**config.mk**
```make
export PLATFORM = sky130hd
export DESIGN_NAME = alu_seq_ctrl
export DESIGN_NICKNAME = d
export VERILOG_FILES = /design/src/rtl/alu_seq_pkg.sv /design/src/rtl/alu_seq_regfile.sv /design/src/rtl/alu_seq_ctrl.sv
export SDC_FILE = /design/constraint.sdc
export NUM_CORES = 1
export LEC_CHECK = 0
export ABC_CLOCK_PERIOD_IN_PS = 4000
export BUFFER_PORTS_ARGS = -buffer_cell sky130_fd_sc_hd__buf_2
export CORE_UTILIZATION = 49
export DETAILED_ROUTE_END_ITERATION = 8
export HOLD_SLACK_MARGIN = 0.12
export PLACE_DENSITY_LB_ADDON = 0.3
export SLEW_MARGIN = 25
export SYNTH_ARGS = -nofsm -noshare
export SYNTH_HDL_FRONTEND = slang
export SYNTH_SLANG_ARGS = --single-unit
```
**constraint.sdc**
```tcl
create_clock -name clk -period 4 [get_ports clk]
set_clock_uncertainty 0.05 [all_clocks]
set_input_delay 0.2 -clock clk [delete_from_list [all_inputs] [get_ports clk]]
set_output_delay 0.2 -clock clk [all_outputs]
set_load 0.005 [all_outputs]
```
**src/rtl/alu_seq_pkg.sv**
```systemverilog
// alu_seq_pkg: opcodes, controller states and the ALU reference function
// shared by the alu_seq_ctrl slice.
package alu_seq_pkg;

    localparam logic [2:0] OP_NEG  = 3'b000;
    localparam logic [2:0] OP_INC  = 3'b001;
    localparam logic [2:0] OP_ADC  = 3'b010;
    localparam logic [2:0] OP_ADDH = 3'b011;
    localparam logic [2:0] OP_AND  = 3'b100;
    localparam logic [2:0] OP_OR   = 3'b101;
    localparam logic [2:0] OP_CAT  = 3'b110;
    localparam logic [2:0] OP_LOAD = 3'b111;

    typedef enum logic [1:0] {
        IDLE    = 2'b00,
        ISSUE   = 2'b01,
        CAPTURE = 2'b10,
        RESP    = 2'b11
    } state_t;

    // Result the 16-bit ALU is expected to produce for a given operand set
    function automatic logic [15:0] alu_expect(
        input logic [15:0] a,
        input logic [15:0] b,
        input logic [2:0]  op,
        input logic        carry
    );
        logic [15:0] r;
        case (op)
            OP_NEG:  r = ~a + 16'd1;
            OP_INC:  r = a + 16'd1;
            OP_ADC:  r = a + b + {15'd0, carry};
            OP_ADDH: r = a + {1'b0, b[15:1]};
            OP_AND:  r = a & b;
            OP_OR:   r = a | b;
            OP_CAT:  r = {a[7:0], b[7:0]};
            default: r = 16'd0;
        endcase
        return r;
    endfunction

endpackage

```
**src/rtl/alu_seq_regfile.sv**
```systemverilog
// alu_seq_regfile: NREG x DW register file with two combinational read ports,
// one synchronous write port and a synchronous clear.
module alu_seq_regfile #(
    parameter int NREG = 4,
    parameter int DW   = 16
) (
    input  logic                    clk,
    input  logic                    rst,
    input  logic [$clog2(NREG)-1:0] rd_a_idx,
    input  logic [$clog2(NREG)-1:0] rd_b_idx,
    output logic [DW-1:0]           rd_a_data,
    output logic [DW-1:0]           rd_b_data,
    input  logic                    wr_en,
    input  logic [$clog2(NREG)-1:0] wr_idx,
    input  logic [DW-1:0]           wr_data
);

    logic [DW-1:0] mem_r [NREG];

    // Storage: clear on reset, otherwise single write per cycle
    always_ff @(posedge clk) begin
        if (rst) begin
            for (int i = 0; i < NREG; i++) begin
                mem_r[i] <= '0;
            end
        end else if (wr_en) begin
            mem_r[wr_idx] <= wr_data;
        end
    end

    assign rd_a_data = mem_r[rd_a_idx];
    assign rd_b_data = mem_r[rd_b_idx];

endmodule

```
**src/rtl/alu_seq_ctrl.sv**
```systemverilog
// alu_seq_ctrl: command-driven sequencer that feeds the 16-bit ALU from a small
// register file. Define ALU_CHECK_EN to add the sticky ALU result checker (err).
module alu_seq_ctrl #(
    parameter int NREG = 4,
    parameter int DW   = 16
) (
    input  logic                    clk,
    input  logic                    rst,
    input  logic                    cmd_valid,
    output logic                    cmd_ready,
    input  logic [2:0]              cmd_op,
    input  logic [$clog2(NREG)-1:0] cmd_dst,
    input  logic [$clog2(NREG)-1:0] cmd_srca,
    input  logic [$clog2(NREG)-1:0] cmd_srcb,
    input  logic                    cmd_carry,
    input  logic [DW-1:0]           cmd_imm,
    output logic [DW-1:0]           alu_a,
    output logic [DW-1:0]           alu_b,
    output logic [2:0]              alu_op,
    output logic                    alu_carry,
    input  logic [DW-1:0]           alu_w,
    input  logic                    alu_neg,
    input  logic                    alu_zer,
    output logic                    rsp_valid,
    input  logic                    rsp_ready,
    output logic [DW-1:0]           rsp_data,
    output logic                    rsp_neg,
    output logic                    rsp_zer,
    output logic                    err
);
    import alu_seq_pkg::*;

    localparam int AW = $clog2(NREG);

    state_t        state_r;
    state_t        state_nxt_s;
    logic          accept_s;
    logic          load_s;
    logic [2:0]    op_r;
    logic [AW-1:0] dst_r;
    logic [AW-1:0] srca_r;
    logic [AW-1:0] srcb_r;
    logic          carry_r;
    logic [DW-1:0] rd_a_s;
    logic [DW-1:0] rd_b_s;
    logic          wr_en_s;
    logic [AW-1:0] wr_idx_s;
    logic [DW-1:0] wr_data_s;
    logic          cmd_ready_r;
    logic          rsp_valid_r;
    logic [DW-1:0] rsp_data_r;
    logic          rsp_neg_r;
    logic          rsp_zer_r;
    logic [DW-1:0] alu_a_r;
    logic [DW-1:0] alu_b_r;
    logic [2:0]    alu_op_r;
    logic          alu_carry_r;

    alu_seq_regfile #(
        .NREG (NREG),
        .DW   (DW)
    ) u_regfile (
        .clk       (clk),
        .rst       (rst),
        .rd_a_idx  (srca_r),
        .rd_b_idx  (srcb_r),
        .rd_a_data (rd_a_s),
        .rd_b_data (rd_b_s),
        .wr_en     (wr_en_s),
        .wr_idx    (wr_idx_s),
        .wr_data   (wr_data_s)
    );

    // Next-state decode; a command is only taken in IDLE
    always_comb begin
        state_nxt_s = state_r;
        accept_s    = 1'b0;
        load_s      = 1'b0;
        case (state_r)
            IDLE: begin
                if (cmd_valid) begin
                    accept_s    = 1'b1;
                    load_s      = (cmd_op == OP_LOAD);
                    state_nxt_s = load_s ? RESP : ISSUE;
                end else begin
                    state_nxt_s = IDLE;
                end
            end
            ISSUE:   state_nxt_s = CAPTURE;
            CAPTURE: state_nxt_s = RESP;
            RESP: begin
                if (rsp_ready) begin
                    state_nxt_s = IDLE;
                end else begin
                    state_nxt_s = RESP;
                end
            end
            default: state_nxt_s = IDLE;
        endcase
    end

    // Write port: LOAD writes at acceptance, ALU ops write back in CAPTURE
    always_comb begin
        wr_en_s   = 1'b0;
        wr_idx_s  = dst_r;
        wr_data_s = alu_w;
        if (load_s) begin
            wr_en_s   = 1'b1;
            wr_idx_s  = cmd_dst;
            wr_data_s = cmd_imm;
        end else if (state_r == CAPTURE) begin
            wr_en_s   = 1'b1;
        end else begin
            wr_en_s   = 1'b0;
        end
    end

    // State register plus the handshake flags derived from the next state
    always_ff @(posedge clk) begin
        if (rst) begin
            state_r     <= IDLE;
            cmd_ready_r <= 1'b1;
            rsp_valid_r <= 1'b0;
        end else begin
            state_r     <= state_nxt_s;
            cmd_ready_r <= (state_nxt_s == IDLE);
            rsp_valid_r <= (state_nxt_s == RESP);
        end
    end

    // Latched command fields for the in-flight operation
    always_ff @(posedge clk) begin
        if (rst) begin
            op_r    <= 3'd0;
            dst_r   <= '0;
            srca_r  <= '0;
            srcb_r  <= '0;
            carry_r <= 1'b0;
        end else if (accept_s) begin
            op_r    <= cmd_op;
            dst_r   <= cmd_dst;
            srca_r  <= cmd_srca;
            srcb_r  <= cmd_srcb;
            carry_r <= cmd_carry;
        end
    end

    // ALU operand drive; holds its value outside ISSUE
    always_ff @(posedge clk) begin
        if (rst) begin
            alu_a_r     <= '0;
            alu_b_r     <= '0;
            alu_op_r    <= 3'd0;
            alu_carry_r <= 1'b0;
        end else if (state_r == ISSUE) begin
            alu_a_r     <= rd_a_s;
            alu_b_r     <= rd_b_s;
            alu_op_r    <= op_r;
            alu_carry_r <= carry_r;
        end
    end

    // Response payload; stays put through RESP until the next command fills it
    always_ff @(posedge clk) begin
        if (rst) begin
            rsp_data_r <= '0;
            rsp_neg_r  <= 1'b0;
            rsp_zer_r  <= 1'b0;
        end else if (load_s) begin
            rsp_data_r <= cmd_imm;
            rsp_neg_r  <= cmd_imm[DW-1];
            rsp_zer_r  <= (cmd_imm == {DW{1'b0}});
        end else if (state_r == CAPTURE) begin
            rsp_data_r <= alu_w;
            rsp_neg_r  <= alu_neg;
            rsp_zer_r  <= alu_zer;
        end
    end

`ifdef ALU_CHECK_EN
    logic [DW-1:0] exp_w_s;
    logic          mismatch_s;
    logic          err_r;

    // Recompute the ALU result from the operands actually driven
    always_comb begin
        exp_w_s    = alu_expect(alu_a_r, alu_b_r, alu_op_r, alu_carry_r);
        mismatch_s = (exp_w_s != alu_w) ||
                     (exp_w_s[DW-1] != alu_neg) ||
                     ((exp_w_s == {DW{1'b0}}) != alu_zer);
    end

    // Sticky error flag, cleared only by reset
    always_ff @(posedge clk) begin
        if (rst) begin
            err_r <= 1'b0;
        end else if ((state_r == CAPTURE) && mismatch_s) begin
            err_r <= 1'b1;
        end
    end

    assign err = err_r;
`else
    assign err = 1'b0;
`endif

    assign cmd_ready = cmd_ready_r;
    assign rsp_valid = rsp_valid_r;
    assign rsp_data  = rsp_data_r;
    assign rsp_neg   = rsp_neg_r;
    assign rsp_zer   = rsp_zer_r;
    assign alu_a     = alu_a_r;
    assign alu_b     = alu_b_r;
    assign alu_op    = alu_op_r;
    assign alu_carry = alu_carry_r;

endmodule

```
==> results.toml, run 1 <==
[synthesis]
synthFlopType = "dfxtp_1"
synth_top_cells_by_area = "edfxtp_1 34%, dfxtp_1 24%, mux4_2 13%, a22o_1 5.0%, nor2_1 4.1%"
synth_cell_type_count = 38
yosysSeqAreaShare_pct = 58.4
synth-edff-count = 64
synth_largest_area_cell = "edfxtp_1"
async_flop_share_pct = 0
avgSynthCellArea_sq_um = 12.7
synthCells = 443
synth.cell_area_sq_mm = 0.00562
synth-warning-count = 0
synth_nets = 491
synth.top_cell.area_share_pct = 34.2
synth_common_cells = "68 x dfxtp_1, 64 x edfxtp_1, 61 x nor2_1"
synth_most_common_cell = "dfxtp_1"
synth-seq-cells = 132

[clock_tree]
cts_tree = "built"
htreeDepth = 4
clock-root-buffer = "clkbuf_16"
post-cts-setup-buffers = 0
clk_path_buf_depth = 2
cts_made_buffers = 17
ctsHoldBuffers = 16
clkTransAtPathRegs_ns = 0.05
clk-insertion-delay-late_ns = 0.41
cts_sinks = 132
cts_resized = 0

[setup_path]
cp_slowest_cell = "and2b_1"
cp.arrival_ns = 2.97
path_class = "register to register"
reg2reg_to = "u_regfile.mem_r[0][8]"
cp_top_family = "simple AND/OR/NAND/NOR gates"
worstRegToRegCells = 5
worstPathMaxFanout = 23
reg2reg_slack_ns = 1.01
cp-end-kind = "register"
path_buf_inv = 1
critPathMaxStageDelay_ns = 0.75
critPathRequiredTime_ns = 3.98
crit_chain = "and2b_1 > nor3b_2 > a22oi_2 > buf_4 > nand2b_1"
reg2reg_from = "state_r[1]"
start_kind = "register"

[sta]
period_share_pct = 74.8
finalSetupViolations = 0
rsz0062_at_grt = "no"
fmax_mhz = 334
tns_ns = 0
finalHoldViolCount = 0
period_minus_slack_ns = 2.99
relSlewSlack_pct = 38.0
slew_viol_final = 0
tightest_slew_ns = 0.930

[routing]
wl_per_cell_microns = 18.0
drt-pass1-iter-count = 7
routed_wl_microns = 12700
wl_met2_microns = 5810
vias = 4037
drt_iter0_markers = 311
met3_length_microns = 1110
top_layer_used = "met4"
vias_per_cell = 5.73
ant_nets = 0
wl_met1_microns = 5630
drc_errors = 0

[floorplanning]
die_width_microns = 109
die_h_microns = 109
dieArea_sq_mm = 0.0119
ios = 105
rows = 38
core_area_sq_mm = 0.0110
start_util_pct = 51.2

[placed_design]
place_congestion = 0.847
hpwl_microns = 9170
numPortBuffers = 103

[pwr]
power.clock.fraction_pct = 42.6
p_total_mw = 3.30
ir_worst_vdd_mv = 0.220
p_int_mw = 2.54
comb_power_share_pct = 9.8
seqPwrFrac_pct = 47.6
leakage_nw = 2.86
power.switching_uw = 767
switching_share_pct = 23.2
p_per_area_mw_per_mm2 = 480

[global_routing]
grt_overflow = 0
grt_pass1_wl_microns = 20100
antenna_found_initial = 0
track_usage_pct = 23.0
grt_max_degree = 47
grt_pass1_vias = 3839

[min_path]
hold_class = "primary input to register"
holdPathEnd = "rsp_data[11]"
hold_depth = 4
min_from = "alu_w[11]"

[cells_and_area]
drive_gt1_share_pct = 31.9
syn_to_final_growth_pct = 22.6
antenna_cells = 0
nNetsFinal = 599

[outcome]
outcome = "finished, final reports clean"

[run]
max_cap_violations = 0
==> registers in the layout, summed over array words and instances (netlist names) <==
signal           count
carry_r              1
dst_r                2
rsp_valid            1
alu_op               3
srca_r               2
cmd_ready            1
rsp_data            16
rsp_neg              1
srcb_r               2
alu_a               16
rsp_zer              1
alu_b               16
alu_carry            1
op_r                 3
u_regfile.mem_r     64
state_r              2
==> per-layer routing <==
metal / up-vias / GRT usage [%]
met4: 0 / 9.07
met2: 223 / 34.1
met1: 1917 / 33.1
li1: 1883 / -
met3: 14 / 4.96
met5: - / 0
==> worst min-delay path: cells and delay by family <==
family | cells | cell delay, ns
simple gates | 1 | 0.12
compound gates | 2 | 0.14
buf+inv | 1 | 0.10
==> metrics by stage <==
stage                     worst slack (ns)  std cells  utilization, %  area [sq um]  hold WS (ns)
final                                 1.01        704            62.7          6890         0.134
after global routing                 0.830        704            62.7          6890         0.152
after CTS                             1.05        704            62.6          6880         0.122
after global placement                1.21        656            56.2          6170         0.383
after floorplan                       1.23        443               -          5620         0.286
after detailed placement              1.11        656            56.2          6170         0.386
==> layout make-up <==
| cell class | count | area [sq um] |
|---|---|---|
| well taps | 140 | 175 |
| inverters | 1 | 3.75 |
| flip-flops and latches | 132 | 3290 |
| repair buffers | 123 | 706 |
| multi-input cells | 276 | 2170 |
| fillers | 834 | 4100 |
| clock buffers | 20 | 457 |
| clock inverters | 12 | 88.8 |
==> power groups by stage <==
stage / registers [mW] / logic, mW / clock network [mW]
floorplan: 1.56 / 0.226 / 0
global placement: 1.59 / 0.302 / 0
detailed placement: 1.60 / 0.311 / 0
CTS: 1.57 / 0.324 / 1.43
global route: 1.58 / 0.354 / 1.49
finish: 1.57 / 0.325 / 1.41
==> cells in the final DEF (no fill, tap or decap), types with 5 or more instances in the layout <==
master         netlist  final
a21boi_0            11     11
clkbuf_16            0     17
dfxtp_1             68     66
a22o_1              32     32
a21o_1              16     16
mux4_2              32     32
dlygate4sd3_1        0     16
a32oi_1              5      5
nor2_1              61     59
buf_2               11    103
nand3_1             12     12
nand2_1             42     42
edfxtp_1            64     64
a21oi_1             27     27
clkinv_2             0      8
mux2i_1              6      6
==> worst max path at each step <==
stage	from	to	slack (ns)	cells past startpoint
after floorplan	state_r[0]	u_regfile.mem_r[3][0]	1.23	5
after detailed placement	state_r[1]	u_regfile.mem_r[0][12]	1.11	5
after global placement	state_r[1]	u_regfile.mem_r[0][11]	1.21	5
final	state_r[1]	u_regfile.mem_r[0][8]	1.01	5
after global routing	state_r[1]	u_regfile.mem_r[0][8]	0.83	5
after CTS	state_r[1]	u_regfile.mem_r[0][1]	1.05	5
==> cell families (layout without fill, tap and decap cells) <==
| logic type | Yosys count | count (layout) | synth area share, % |
|---|---|---|---|
| AOI/OAI and AO/OA | 100 | 100 | 13.5 |
| buffers and inverters | 35 | 156 | 3.18 |
| DFF | 132 | 132 | 58.4 |
| muxes | 38 | 38 | 13.9 |
| other | 1 | 1 | 0.0668 |
| and+or+nand+nor | 137 | 137 | 10.9 |
Note: power is estimated with default switching activity, not from simulation.
==> run 2, diff against run 1 <==
Settings changed: ABC_CLOCK_PERIOD_IN_PS 4000 to 3100.
Clock period 4 ns to 3.1 ns, I/O delays scaled along.
==> results.toml, run 2 (synthesis gave the netlist of run 1 again) <==
[global_routing]
track_usage_pct = 25.6
grt_max_degree = 38
grt_pass1_vias = 4124
antenna_found_initial = 0
grt_pass1_wl_microns = 22100
grt_overflow = 0

[routing]
vias_per_cell = 5.70
drt-pass1-iter-count = 4
wl_per_cell_microns = 19.2
routed_wl_microns = 14000
drt_iter0_markers = 277
drc_errors = 0
vias = 4147
ant_nets = 0

[cells_and_area]
multiInputGateArea_sq_mm = 0.00216
regMostFlops = "u_regfile.mem_r"
antenna_cells = 0
ff_latch_area_sq_mm = 0.00328
largest_reg_flops = 64
syn_to_final_growth_pct = 27.4
final_common_cell = "buf_2"
fill_cells = 818
drive_gt1_share_pct = 31.0
nNetsFinal = 622
most-common-layout-cells = "103 x buf_2, 68 x dfxtp_1, 64 x edfxtp_1"
fin_util_pct = 65.2

[clock_tree]
clk_path_buf_depth = 2
clock-root-buffer = "clkbuf_16"
cts_resized = 0
post-cts-setup-buffers = 0
clkTransAtPathRegs_ns = 0.06
cts_made_buffers = 17
cts_tree = "built"
htreeDepth = 4
clk-insertion-delay-late_ns = 0.42
cts_sinks = 132

[sta]
tns_ns = 0
fmax_mhz = 342
tightest_slew_ns = 0.928
hold_slack_ns = 0.141
worst_slack_ns = 0.180
rsz0062_at_grt = "no"
period_minus_slack_ns = 2.92
finalSetupViolations = 0
finalHoldViolCount = 0
period_share_pct = 94.2
slew_viol_final = 0
relSlewSlack_pct = 38.2

[setup_path]
cp-startpoint = "cmd_op[1]"
worstPathMaxFanout = 18
start_kind = "primary input"
critPathCapture = "u_regfile.mem_r[2][0]"
cp-end-kind = "register"
reg2reg_slack_ns = 0.64
cp.arrival_ns = 2.91
worstRegToRegCells = 4
reg2reg_to = "u_regfile.mem_r[2][0]"
critPathRequiredTime_ns = 3.09
path_class = "primary input to register"
reg2reg_from = "state_r[0]"

[floorplanning]
die_width_microns = 109
start_util_pct = 51.2
core_area_sq_mm = 0.0110
dieArea_sq_mm = 0.0119
ios = 105
rows = 38
die_h_microns = 109

[min_path]
hold_class = "primary input to register"

[placed_design]
post-place-ws_ns = 0.412
place_congestion = 0.819
hpwl_microns = 9280
numPortBuffers = 103

[run]
max_cap_violations = 0

[pwr]
ir_worst_vdd_mv = 0.359
leakage_nw = 2.98
p_per_area_mw_per_mm2 = 638

[outcome]
outcome = "finished, final reports clean"
run 2: cell count changes in the layout (fill, tap and decap cells not counted), moves of 3 or more:
cell	delta
dlygate4sd3_1	+17
clkinv_2	-7
buf_4	+6
bufinv_16	+3
run 2: worst min path at each step:
stage | startpoint | to | slack (ns) | cells after the start
global route | cmd_imm[1] | u_regfile.mem_r[3][1] | 0.14 | 3
CTS | cmd_imm[0] | u_regfile.mem_r[3][0] | 0.12 | 3
detailed placement | cmd_srca[1] | srca_r[1] | 0.36 | 3
floorplan | cmd_carry | carry_r | 0.24 | 2
finish | cmd_imm[14] | u_regfile.mem_r[3][14] | 0.14 | 3
global placement | cmd_srcb[0] | srcb_r[0] | 0.35 | 3
run 2: timing repair:
item                                    in CTS  in global routing
hold endpoints to repair                    40                  0
hold buffers                                33                  0
endpoints found under the setup margin       0                  0
run 2: area by class of cell:
cell class | count | share of cell area, %
Tap cell | 140 | 2.45
Inverter | 1 | 0.0524
Clock inverter | 14 | 2.59
Sequential cell | 132 | 45.9
Timing Repair Buffer | 146 | 12.9
Multi-Input combinational cell | 276 | 30.2
Clock buffer | 18 | 6.00
run 2: critical path: stages:
cell and delay, ns:
dlygate4sd3_1 0.55, buf_2 0.12, and3_1 0.59, and2_1 0.50, a32oi_4 0.33, nand2b_1 0.64
run 2: power by group:
group / switching (mW) / internal (mW)
clock network: 0.743 / 1.34
logic: 0.240 / 0.228
registers: 0.0767 / 1.94
run 2: metrics by stage:
stage	std cells	power, mW	cell area [sq um]
after global placement	662	2.45	6210
after CTS	727	4.58	7160
after detailed placement	662	2.48	6210
after floorplan	443	2.31	5620
after global routing	727	4.72	7160
final	727	4.56	7160
run 2: layer usage:
layer	global-route usage [%]	part of all wire (%)
met1	34.3	44
met2	40.8	48
met3	6.81	7.1
met4	7.53	1.3
met5	0	0
